[src/rtl/sdram_pkg.sv]
// Shared types for the SDRAM posted-write buffer: FSM states, the buffered
// write entry layout, the default FIFO depth and a byte-merge helper.
package sdram_pkg;

    localparam int WBUF_DEPTH_DEFAULT = 8;

    typedef enum logic [1:0] {
        IDLE,
        WR_WAIT,
        RD_WAIT
    } wbuf_state_t;

    typedef struct packed {
        logic [26:2] addr;
        logic [31:0] data;
        logic [3:0]  be;
    } wbuf_entry_t;

    // Replace the bytes of old_data selected by be with those of new_data.
    function automatic logic [31:0] merge_bytes(input logic [31:0] old_data,
                                                input logic [31:0] new_data,
                                                input logic [3:0]  be);
        logic [31:0] res;
        res = old_data;
        for (int b = 0; b < 4; b++) begin
            if (be[b]) begin
                res[8*b +: 8] = new_data[8*b +: 8];
            end
        end
        return res;
    endfunction

endpackage

[src/rtl/sdram_wbuf_ram.sv]
// Entry storage for the posted-write FIFO. One write port shared between a
// plain push and a tail read-modify-write merge; asynchronous head read;
// every entry's word address is exposed for the read-hazard comparator.
module sdram_wbuf_ram
    import sdram_pkg::*;
#(
    parameter int DEPTH = WBUF_DEPTH_DEFAULT
) (
    input  logic                     clk1x,
    input  logic                     push_en,
    input  logic [$clog2(DEPTH)-1:0] push_ptr,
    input  wbuf_entry_t              push_entry,
    input  logic                     merge_en,
    input  logic [$clog2(DEPTH)-1:0] merge_ptr,
    input  logic [31:0]              merge_data,
    input  logic [3:0]               merge_be,
    input  logic [$clog2(DEPTH)-1:0] head_ptr,
    output wbuf_entry_t              head_entry,
    output logic [26:2]              addr_vec [DEPTH]
);

    localparam int PW = $clog2(DEPTH);

    wbuf_entry_t   mem [DEPTH];
    wbuf_entry_t   tail_entry;
    wbuf_entry_t   merged_entry;
    wbuf_entry_t   wr_entry;
    logic [PW-1:0] wr_idx;
    logic          wr_en;

    assign tail_entry = mem[merge_ptr];

    // Build the merged tail entry: new bytes overwrite, enables accumulate.
    always_comb begin
        merged_entry      = tail_entry;
        merged_entry.data = merge_bytes(tail_entry.data, merge_data, merge_be);
        merged_entry.be   = tail_entry.be | merge_be;
    end

    assign wr_en    = push_en | merge_en;
    assign wr_idx   = push_en ? push_ptr : merge_ptr;
    assign wr_entry = push_en ? push_entry : merged_entry;

    // Single storage write port; contents need no reset since count gates validity.
    always_ff @(posedge clk1x) begin
        if (wr_en) begin
            mem[wr_idx] <= wr_entry;
        end
    end

    assign head_entry = mem[head_ptr];

    for (genvar gi = 0; gi < DEPTH; gi++) begin : g_addr
        assign addr_vec[gi] = mem[gi].addr;
    end

endmodule

[src/rtl/sdram_wbuf.sv]
// Posted-write buffer in front of SDRAM controller channel 2. Writes are
// queued so the requester never stalls; reads bypass the queue unless a
// buffered write targets the same word, in which case the queue drains first.
// Optional feature: define SDRAM_WBUF_COALESCE_EN to merge a write into the
// tail entry when it hits the same word address.
module sdram_wbuf
    import sdram_pkg::*;
#(
    parameter int DEPTH = WBUF_DEPTH_DEFAULT
) (
    input  logic        clk1x,
    input  logic        reset,
    input  logic        wr_req,
    input  logic [26:0] wr_addr,
    input  logic [31:0] wr_data,
    input  logic [3:0]  wr_be,
    output logic        wr_full,
    output logic        wr_ovf,
    input  logic        rd_req,
    input  logic [26:0] rd_addr,
    output logic        rd_busy,
    output logic        rd_done,
    output logic [31:0] rd_data,
    output logic        ram_req,
    output logic        ram_rnw,
    output logic [26:0] ram_addr,
    output logic [31:0] ram_din,
    output logic [3:0]  ram_be,
    input  logic        ram_ready,
    input  logic [31:0] ram_dout,
    input  logic        ram_idle
);

    localparam int          PW        = $clog2(DEPTH);
    localparam logic [PW:0] FULL_CNT  = (PW+1)'(DEPTH);
    localparam logic [PW:0] DRAIN_CNT = (PW+1)'(DEPTH - 1);

    wbuf_state_t   state_reg, state_next;
    logic [PW-1:0] wr_ptr_reg, rd_ptr_reg, tail_ptr;
    logic [PW:0]   count_reg;
    logic          wr_ovf_reg, rd_busy_reg, rd_done_reg;
    logic [31:0]   rd_data_reg;
    logic [26:2]   rd_addr_reg;

    logic          push, pop, merge, rd_fire, rd_pending, hazard;
    logic [DEPTH-1:0] slot_hit;
    wbuf_entry_t   head_entry, push_entry;
    logic [26:2]   addr_vec [DEPTH];
    logic          unused_addr_lsbs;

    assign unused_addr_lsbs = ^{wr_addr[1:0], rd_addr[1:0]};

    assign wr_full = (count_reg == FULL_CNT);
    assign wr_ovf  = wr_ovf_reg;
    assign rd_busy = rd_busy_reg;
    assign rd_done = rd_done_reg;
    assign rd_data = rd_data_reg;

    // During the rd_done cycle rd_busy is still high but the read is complete.
    assign rd_pending = rd_busy_reg && !rd_done_reg;

    assign tail_ptr   = wr_ptr_reg - PW'(1);
    assign push_entry = '{addr: wr_addr[26:2], data: wr_data, be: wr_be};

`ifdef SDRAM_WBUF_COALESCE_EN
    logic head_busy;
    // The head is "in flight" from its issue cycle until ram_ready pops it.
    assign head_busy = (state_reg == WR_WAIT) ||
                       ((state_reg == IDLE) && (state_next == WR_WAIT));
    assign merge = wr_req && (count_reg != '0) &&
                   !((count_reg == (PW+1)'(1)) && head_busy) &&
                   (addr_vec[tail_ptr] == wr_addr[26:2]);
`else
    assign merge = 1'b0;
`endif

    // A full FIFO still accepts a push when the head pops in the same cycle.
    assign push = wr_req && !merge && (!wr_full || pop);

    sdram_wbuf_ram #(
        .DEPTH(DEPTH)
    ) u_ram (
        .clk1x      (clk1x),
        .push_en    (push),
        .push_ptr   (wr_ptr_reg),
        .push_entry (push_entry),
        .merge_en   (merge),
        .merge_ptr  (tail_ptr),
        .merge_data (wr_data),
        .merge_be   (wr_be),
        .head_ptr   (rd_ptr_reg),
        .head_entry (head_entry),
        .addr_vec   (addr_vec)
    );

    // Hazard comparator: an occupied slot (head included) matching the read word.
    for (genvar gi = 0; gi < DEPTH; gi++) begin : g_hazard
        logic [PW-1:0] offset;
        assign offset       = PW'(gi) - rd_ptr_reg;
        assign slot_hit[gi] = ({1'b0, offset} < count_reg) &&
                              (addr_vec[gi] == rd_addr_reg);
    end
    assign hazard = rd_pending && (|slot_hit);

    // Next-state and channel outputs; reads win unless a buffered write aliases them.
    always_comb begin
        state_next = state_reg;
        ram_req    = 1'b0;
        ram_rnw    = 1'b1;
        ram_addr   = '0;
        ram_din    = '0;
        ram_be     = '0;
        pop        = 1'b0;
        rd_fire    = 1'b0;
        case (state_reg)
            IDLE: begin
                if (rd_pending && !hazard) begin
                    ram_req    = 1'b1;
                    ram_addr   = {rd_addr_reg, 2'b00};
                    state_next = RD_WAIT;
                end else if ((count_reg != '0) &&
                             (ram_idle || (count_reg >= DRAIN_CNT) || hazard)) begin
                    ram_req    = 1'b1;
                    ram_rnw    = 1'b0;
                    ram_addr   = {head_entry.addr, 2'b00};
                    ram_din    = head_entry.data;
                    ram_be     = head_entry.be;
                    state_next = WR_WAIT;
                end
            end
            WR_WAIT: begin
                ram_rnw  = 1'b0;
                ram_addr = {head_entry.addr, 2'b00};
                ram_din  = head_entry.data;
                ram_be   = head_entry.be;
                if (ram_ready) begin
                    pop        = 1'b1;
                    state_next = IDLE;
                end
            end
            RD_WAIT: begin
                ram_addr = {rd_addr_reg, 2'b00};
                if (ram_ready) begin
                    rd_fire    = 1'b1;
                    state_next = IDLE;
                end
            end
            default: state_next = IDLE;
        endcase
    end

    // FSM state, FIFO pointers/occupancy and overflow flag.
    always_ff @(posedge clk1x) begin
        if (reset) begin
            state_reg  <= IDLE;
            wr_ptr_reg <= '0;
            rd_ptr_reg <= '0;
            count_reg  <= '0;
            wr_ovf_reg <= 1'b0;
        end else begin
            state_reg <= state_next;
            if (push) begin
                wr_ptr_reg <= wr_ptr_reg + PW'(1);
            end
            if (pop) begin
                rd_ptr_reg <= rd_ptr_reg + PW'(1);
            end
            if (push && !pop) begin
                count_reg <= count_reg + (PW+1)'(1);
            end else if (pop && !push) begin
                count_reg <= count_reg - (PW+1)'(1);
            end
            if (wr_req && wr_full && !pop && !merge) begin
                wr_ovf_reg <= 1'b1;
            end
        end
    end

    // Read capture, completion pulse and returned data.
    always_ff @(posedge clk1x) begin
        if (reset) begin
            rd_busy_reg <= 1'b0;
            rd_done_reg <= 1'b0;
            rd_data_reg <= '0;
            rd_addr_reg <= '0;
        end else begin
            rd_done_reg <= rd_fire;
            if (rd_fire) begin
                rd_data_reg <= ram_dout;
            end
            if (rd_done_reg) begin
                rd_busy_reg <= 1'b0;
            end else if (rd_req && !rd_busy_reg) begin
                rd_busy_reg <= 1'b1;
                rd_addr_reg <= rd_addr[26:2];
            end
        end
    end

endmodule

[config.mk]
export PLATFORM = sky130hd
export DESIGN_NAME = sdram_wbuf
export DESIGN_NICKNAME = d
export VERILOG_FILES = /design/src/rtl/sdram_pkg.sv /design/src/rtl/sdram_wbuf_ram.sv /design/src/rtl/sdram_wbuf.sv
export SDC_FILE = /design/constraint.sdc
export NUM_CORES = 1
export LEC_CHECK = 0
export ABC_AREA = 1
export ABC_CLOCK_PERIOD_IN_PS = 5000
export CAP_MARGIN = 5
export CORE_MARGIN = 5
export CORE_UTILIZATION = 25
export CTS_BUF_LIST = sky130_fd_sc_hd__clkbuf_16
export DETAILED_ROUTE_END_ITERATION = 8
export PLACE_DENSITY = 0.51
export SYNTH_ARGS = -nofsm -noshare
export SYNTH_HDL_FRONTEND = slang
export SYNTH_HIERARCHICAL = 1
export SYNTH_SLANG_ARGS = --single-unit
[constraint.sdc]
create_clock -name clk1x -period 5 [get_ports clk1x]
set_input_delay 1 -clock clk1x [delete_from_list [all_inputs] [get_ports clk1x]]
set_output_delay 1 -clock clk1x [all_outputs]
set_load 0.02 [all_outputs]
; Yosys cells after proc, flatten, opt, wreduce, memory -nomap -nowiden
; Memories as Yosys holds them, arrays and structs flattened. A register that Yosys moved wholly into a read port is not among the register bits.
; Cells that the tools add are included.
[word_totals]
register_bits = 72
ramBits = 488
out_inout_bits = 101
word_cells = 116
n_memories = 1
[mem_list]
columns = name, depth, word_bits, read_ports, rd_clocked_by_memory_dff, write_ports, line_no
row1 = u_ram.mem, 8, 61, 10, 1, 1, sdram_wbuf_ram.sv:24  ; wbuf_entry_t mem [DEPTH];
[op_classes]
add_sub_neg = 13
n_lt_le_gt_ge = 9
eq_ne = 13
n_mux = 34
bitwise = 2
reduce_logical = 35
[ops]
columns = cell, count
row1 = == test 25 bit, 8
row2 = one-hot mux 27 bit (3 select lines), 1
row3 = 2-to-1 mux 32 bit, 2
row4 = one-hot mux 32 bit (2 select lines), 1
row5 = 2-to-1 mux 61 bit, 1
row6 = 2-to-1 mux 27 bit, 2
row7 = less-than comparator 3 x 4 -> 1 bit, 8
row8 = 2-to-1 mux 8 bit, 4
row9 = logical AND 1 bit, 18
row10 = 2-to-1 mux 4 bit, 4
row11 = "subtractor 3 bit, first input constant", 4
row12 = 2-to-1 mux 1 bit, 10
row13 = 2-to-1 mux 3 bit, 3
row14 = one-hot mux 4 bit (2 select lines), 1
row15 = OR reduction 8 bit, 1
row16 = "adder 3 x 1 -> 3 bit, second input constant", 2
row17 = zero test 1 bit, 6
row18 = 2-to-1 mux 2 bit, 3
row19 = "subtractor 1 x 3 -> 3 bit, first input constant", 2
row20 = "subtractor 2 x 3 -> 3 bit, first input constant", 2
row21 = "adder 4 x 1 -> 4 bit, second input constant", 1
row22 = "== test 4 bit, second input constant", 1
row23 = "greater-or-equal comparator 4 x 3 -> 1 bit, second input constant", 1
row24 = OR 4 bit, 1
row25 = other kinds (15), 19

; Logic depth before layout (Yosys ltp)
[depth]
word_depth = 10
depth_mapped = 20
depth_no_buf = 19

; Cells and area by module
; Netlist, hierarchy kept.
[modules_own_cells]
columns = mod, instances, cells_each, area_each_um2
row1 = sdram_wbuf_ram, 1, 2806, 25859.8
row2 = sdram_wbuf, 1, 1175, 7278.2

; Worst setup path after synthesis
; OpenSTA, ideal clock, no wires.
[synth_timing]
path_kind = register -> register
startpoint = register count_reg[3]
endpoint = memory u_ram/mem[6][0] in the netlist's numbering, enable pin
arrival_time_ps = 4934
t_required_ps = 4519
slack_ps = -415
stages_incl_launch_ff = 15
path_buffers = 3
period_less_slack_ps = 5415
path_cell_list = dfxtp_1 buf_6 inv_1 buf_4 nor4_1 nand2_1 nand2_1 inv_1 buf_2 inv_1 or2_2 o21ai_0 inv_1 nand2_1 nor2_1
[synth_between]
elab_chain_cells = 6
[synth_lines]
columns = element, line_no
row1 = "start, declared", sdram_wbuf.sv:40  ; logic [PW:0] count_reg;
row2 = "start signal, assigned", sdram_wbuf.sv:169  ; count_reg <= count_reg + (PW+1)'(1);
row3 = "start signal, assigned", sdram_wbuf.sv:171  ; count_reg <= count_reg - (PW+1)'(1);
row4 = == test 4 bit *, sdram_wbuf.sv:53  ; assign wr_full = (count_reg == FULL_CNT);
row5 = named net wr_full, sdram_wbuf.sv:17  ; output logic wr_full,
row6 = zero test 1 bit *, sdram_wbuf.sv:78  ; assign push = wr_req && !merge && (!wr_full || pop);
row7 = logical OR 1 bit *, sdram_wbuf.sv:78
row8 = logical AND 1 bit *, sdram_wbuf.sv:78
row9 = named net push, sdram_wbuf.sv:45  ; logic push, pop, merge, rd_fire, rd_pending, hazard;
row10 = 2-to-1 mux 1 bit, sdram_wbuf_ram.sv:46  ; if (wr_en) begin
row11 = 2-to-1 mux 1 bit (implied by the code), sdram_wbuf_ram.sv:47  ; mem[wr_idx] <= wr_entry;
row12 = "end, declared", sdram_wbuf_ram.sv:24
; The timed path passes the listed nets; every way through them passes the cells marked *.

; Worst setup path in the final report
[layout_timing]
startpoint = register rd_ptr_reg[1]
endpoint = output ram_addr[7]
[layout_between]
elab_chain_cells = 10
[layout_lines]
columns = element, line_no
row1 = "start, declared", sdram_wbuf.sv:39  ; logic [PW-1:0] wr_ptr_reg, rd_ptr_reg, tail_ptr;
row2 = "start signal, assigned", sdram_wbuf.sv:166  ; rd_ptr_reg <= rd_ptr_reg + PW'(1);
row3 = "subtractor 1 x 3 -> 3 bit, or another cell as far along", sdram_wbuf.sv:99  ; assign offset = PW'(gi) - rd_ptr_reg;
row4 = less-than comparator 3 x 4 -> 1 bit, sdram_wbuf.sv:100  ; assign slot_hit[gi] = ({1'b0, offset} < count_reg) &&
row5 = logical AND 1 bit, sdram_wbuf.sv:100
row6 = OR reduction 8 bit *, sdram_wbuf.sv:103  ; assign hazard = rd_pending && (|slot_hit);
row7 = logical AND 1 bit *, sdram_wbuf.sv:103
row8 = logical OR 1 bit, sdram_wbuf.sv:122  ; (ram_idle || (count_reg >= DRAIN_CNT) || hazard)) begin
row9 = logical AND 1 bit, sdram_wbuf.sv:121  ; end else if ((count_reg != '0) &&
row10 = 2-to-1 mux 27 bit, sdram_wbuf.sv:121
row11 = 2-to-1 mux 27 bit *, sdram_wbuf.sv:117  ; if (rd_pending && !hazard) begin
row12 = one-hot mux 27 bit (3 select lines) *, sdram_wbuf.sv:115  ; case (state_reg)
row13 = "end, declared", sdram_wbuf.sv:26  ; output logic [26:0] ram_addr,
; Mark *: on every way between the ends. The rest lies on a longest branch, timed or not.

==> results list <==
* Run status: finished, final reports clean
- Adding up every negative setup slack in the final design gives 0 ps.
* LEAKAGE: 14.9 nW
* Clk pin slew, worst setup/hold paths: about 60 ps
- Across the run, the number of max-cap violations was 0.
- The startpoint identified for the worst hold timing path is wr_ovf.
- Headroom to the max-slew limit came out at between 20% and 30%.
- After synthesis, flip-flops and latches occupy 48.6% of the total area.
* Worst min-delay path class: reg -> reg
* Critical Path Source Type: register
- Worst-case clock skew: 19.9 ps
- Number of enable flip-flop cells after synthesis: approximately 490
* Cell count after synthesis: 3981
* Layout area overhead: 13.9%
- Post-synthesis cell type count: 44
- Counting along the longest clock path gives a buffer depth of 3.
- The synthesized netlist occupies a cell area of between 0.03 and 0.04 mm2.
* Type of element capturing the critical path: output port
* Final core occ: ~29%
* Number of buffers created by CTS: 66
- Count of nets left with antenna violations after detail routing: 0
- I/O pin cnt: between 200 and 250
- The initial utilization of the core area, before any placement, comes to between 20% and 30%.
* Critical R2R Launch: wr_ptr_reg[0]
- Summed over all nets, the half-perimeter wirelength after detailed placement is roughly 70 mm.
- In this run the vertical extent of the chip is roughly 370 um.
* Most used DFF post-synth: sky130_fd_sc_hd__edfxtp_1
- Routability cong.: ~0.85
* Share of total power in the clock network: 23.8%
- Comb power frac: a little over two fifths
- For the pin with the worst max-slew slack, the measured transition is 1110 ps.
* P_int: about 12 mW
- Leading cell type in the layout, fill and taps excluded: sky130_fd_sc_hd__nand2_1
- In this run the tool buffered the top-level ports with approximately 220 buffer cells.
* Seq cells post-synth: 560
- Of the total power, the share spent switching nets is about two fifths.
* Synth Area per Inst: about 8.3 um2
- The setup check on the worst reg-to-reg path leaves a slack of 1180 ps.
* Largest fanout on the critical path: 6
- Global routing consumed, over all layers together, 15.6% of the routing resources.
* Synthesis Warnings: 6
- Die Area: between 0.1 and 0.15 mm2
- Final worst-path cycle share: about 95%
- In this run the core area contains roughly 130 standard-cell rows.
- First-pass GRT wire length: ~170 mm
- Ratio of cells with drive above 1 in the final layout: 8.03%
- CP required: 4000 ps
- The H-tree was split into 3 levels.
* Crit Path Class: reg -> out
* Final net count: about 4000
- Clock tree from TritonCTS: yes
* Total length of routed wires: approximately 110 mm
* Final Hold Fails: 0
- Drt wl/cell: 20.0 um
- R2r endpoint: u_ram/mem[1][43]
* Number of endpoints failing setup at the final stage: 0
- Power comes to 20.2 mW.
- Setup repair after global routing missed its margin: yes
- The die is between 300 and 400 um wide.
- Via density per instance: roughly 4.7
- Highest-count cells in the layout ignoring fill and taps: 840 x sky130_fd_sc_hd__nand2_1, 488 x sky130_fd_sc_hd__edfxtp_1, 423 x sky130_fd_sc_hd__nor2_1
- Clock insertion delay at the later pin of the skew report: approximately 640 ps
* End of the worst hold path: wr_ovf
- Of all flip-flops after synthesis, the portion carrying an async set or reset was 0%.
* Number of DRC markers after the initial detailed-route iteration: between 2000 and 3000
- The via count of the first global-routing pass is between 20000 and 30000.
- Power spread over the standard cell area amounts to between 500 and 600 mW/mm2.
- Across all hold checks on the routed design, the worst slack comes to ~460 ps.
- For this run, design rule violations remaining after detail routing come to 0.
- For this run the aggregate overflow at the end of global routing stands at 0.
- Subtracting the final worst setup slack from the clock period gives roughly 4800 ps.
* Maximum VDD drop: ~0.38 mV
* Antenna Diode Count: 0
* Fmax: between 0.2 and 0.25 GHz
* Path depth of the worst reg2reg path: 8
- Counting instances, the worst hold path has a depth of 2.
- In this run, flip-flops and latches consume 34.5% of the power.
- Count of vias placed by the detailed router: 26950
* Switching power: roughly 8.3 mW
- Arrival time of the worst setup path: 3750 ps
- Pin count of the biggest net entering global routing: approximately 150
* Number of sinks on the clock net: 560
- Root buf cell: sky130_fd_sc_hd__clkbuf_16
- The register with the most flip-flops in the layout has between 400 and 500 of them.
- Number of optimization iterations in the first detailed-route pass: 5
- Total of hold buffers inserted after clock tree synthesis: 0
- In this run the standard cell core region covers around 0.13 mm2.
- Number of antenna violations at the first check in global routing: 5
- Max-slew violations: 0
-- layer usage --
metal | wire [um] | share of wire (%) | GRT usage (%) | vias up
li1 | - | - | - | 12904
met1 | 49200 | 43 | 21.1 | 12695
met2 | 51600 | 45 | 25.0 | 1156
met3 | 9710 | 8.5 | 3.57 | 195
met4 | 3550 | 3.1 | 4.92 | 0
met5 | 0 | 0 | 0 | -
-- metrics by stage --
stage | setup WS [ps] | area [um2] | std cells
6_report | 248 | 37800 | 5703
5_1_grt | -11.7 | 37800 | 5703
4_1_cts | 5.10 | 37700 | 5703
3_5_place_dp | 308 | 35500 | 5578
3_3_place_gp | 327 | 35500 | 5578
2_1_floorplan | -415 | 33200 | 3983
-- power groups by stage --
stage	Sequential (mW)	Combinational, mW	Clock, mW
finish	6.96	8.41	4.81
CTS	6.96	8.51	4.92
floorplan	6.92	5.63	0
global placement	7.04	8.42	0
detailed placement	7.05	8.45	0
global route	7.06	9.22	5.10
-- repair_timing --
item | 4_1_cts | 5_1_grt
pin swaps | 1 | 0
setup endpoints to repair | 56 | 57
gates resized for setup | 35 | 67
setup buffers | 5 | 0
-- layout make-up --
type	count	area, um2
fillers	13986	93900
flip-flops and latches	560	16100
multi-input cells	2646	13000
repair buffers	303	3100
well taps	1755	2200
clock buffers	69	1730
inverters	319	1240
clock inverters	51	399
-- worst max-delay path, cell delays in order, from the launching register on --
cell	delay (ps)
sky130_fd_sc_hd__dfxtp_4	380
sky130_fd_sc_hd__inv_1	80
sky130_fd_sc_hd__ha_1	310
sky130_fd_sc_hd__inv_1	50
sky130_fd_sc_hd__ha_1	260
sky130_fd_sc_hd__inv_1	40
sky130_fd_sc_hd__o21bai_1	160
sky130_fd_sc_hd__a21boi_0	140
sky130_fd_sc_hd__nand4_1	110
sky130_fd_sc_hd__nand2_1	70
sky130_fd_sc_hd__nor2_2	170
sky130_fd_sc_hd__nand3_2	140
sky130_fd_sc_hd__nor2_2	120
sky130_fd_sc_hd__or2_4	220
sky130_fd_sc_hd__buf_4	170
sky130_fd_sc_hd__nand2_2	50
sky130_fd_sc_hd__a21oi_2	280
sky130_fd_sc_hd__dlygate4sd2_1	380
-- kinds of logic (layout without fill, tap and decap cells) --
| group | after synthesis | after routing | synth area share [%] |
|---|---|---|---|
| AOI/OAI and AO/OA | 833 | 833 | 13.8 |
| xor gates and xnor gates | 142 | 142 | 3.75 |
| adders and majority gates | 24 | 24 | 0.929 |
| buffers and inverters | 777 | 742 | 12.6 |
| DFF | 560 | 560 | 48.6 |
| other | 1 | 3 | 0.0113 |
| and+or+nand+nor | 1644 | 1644 | 20.3 |
-- synth_stat cells, types with 49 or more instances --
master,count,share of area (%)
sky130_fd_sc_hd__o21ai_1,58,0.88
sky130_fd_sc_hd__nor2_1,432,4.9
sky130_fd_sc_hd__nand2_1,841,9.5
sky130_fd_sc_hd__o211ai_1,56,1.3
sky130_fd_sc_hd__inv_1,290,3.3
sky130_fd_sc_hd__buf_2,89,1.3
sky130_fd_sc_hd__xor2_1,69,1.8
sky130_fd_sc_hd__buf_4,219,5.0
sky130_fd_sc_hd__clkbuf_1,85,0.96
sky130_fd_sc_hd__o22ai_1,49,0.93
sky130_fd_sc_hd__a21oi_1,205,3.1
sky130_fd_sc_hd__edfxtp_1,488,44
sky130_fd_sc_hd__xnor2_1,73,1.9
sky130_fd_sc_hd__dfxtp_1,72,4.3
sky130_fd_sc_hd__o21ai_0,397,6.0
sky130_fd_sc_hd__nand3_1,309,4.7
-- how the worst max path moves through the flow --
stage                                  to  slack (ps)  cells after the start          start
after floorplan           u_ram/mem[6][0]        -420                     14   count_reg[3]
after global placement       ram_addr[18]         330                     17  rd_ptr_reg[1]
after detailed placement      ram_din[28]         310                     19  rd_ptr_reg[1]
after CTS                     ram_din[28]           5                     20  rd_ptr_reg[1]
after global routing         ram_addr[15]         -10                     20  rd_ptr_reg[1]
final                         ram_addr[7]         250                     17  rd_ptr_reg[1]
Note: power is estimated with default switching activity, not from simulation.
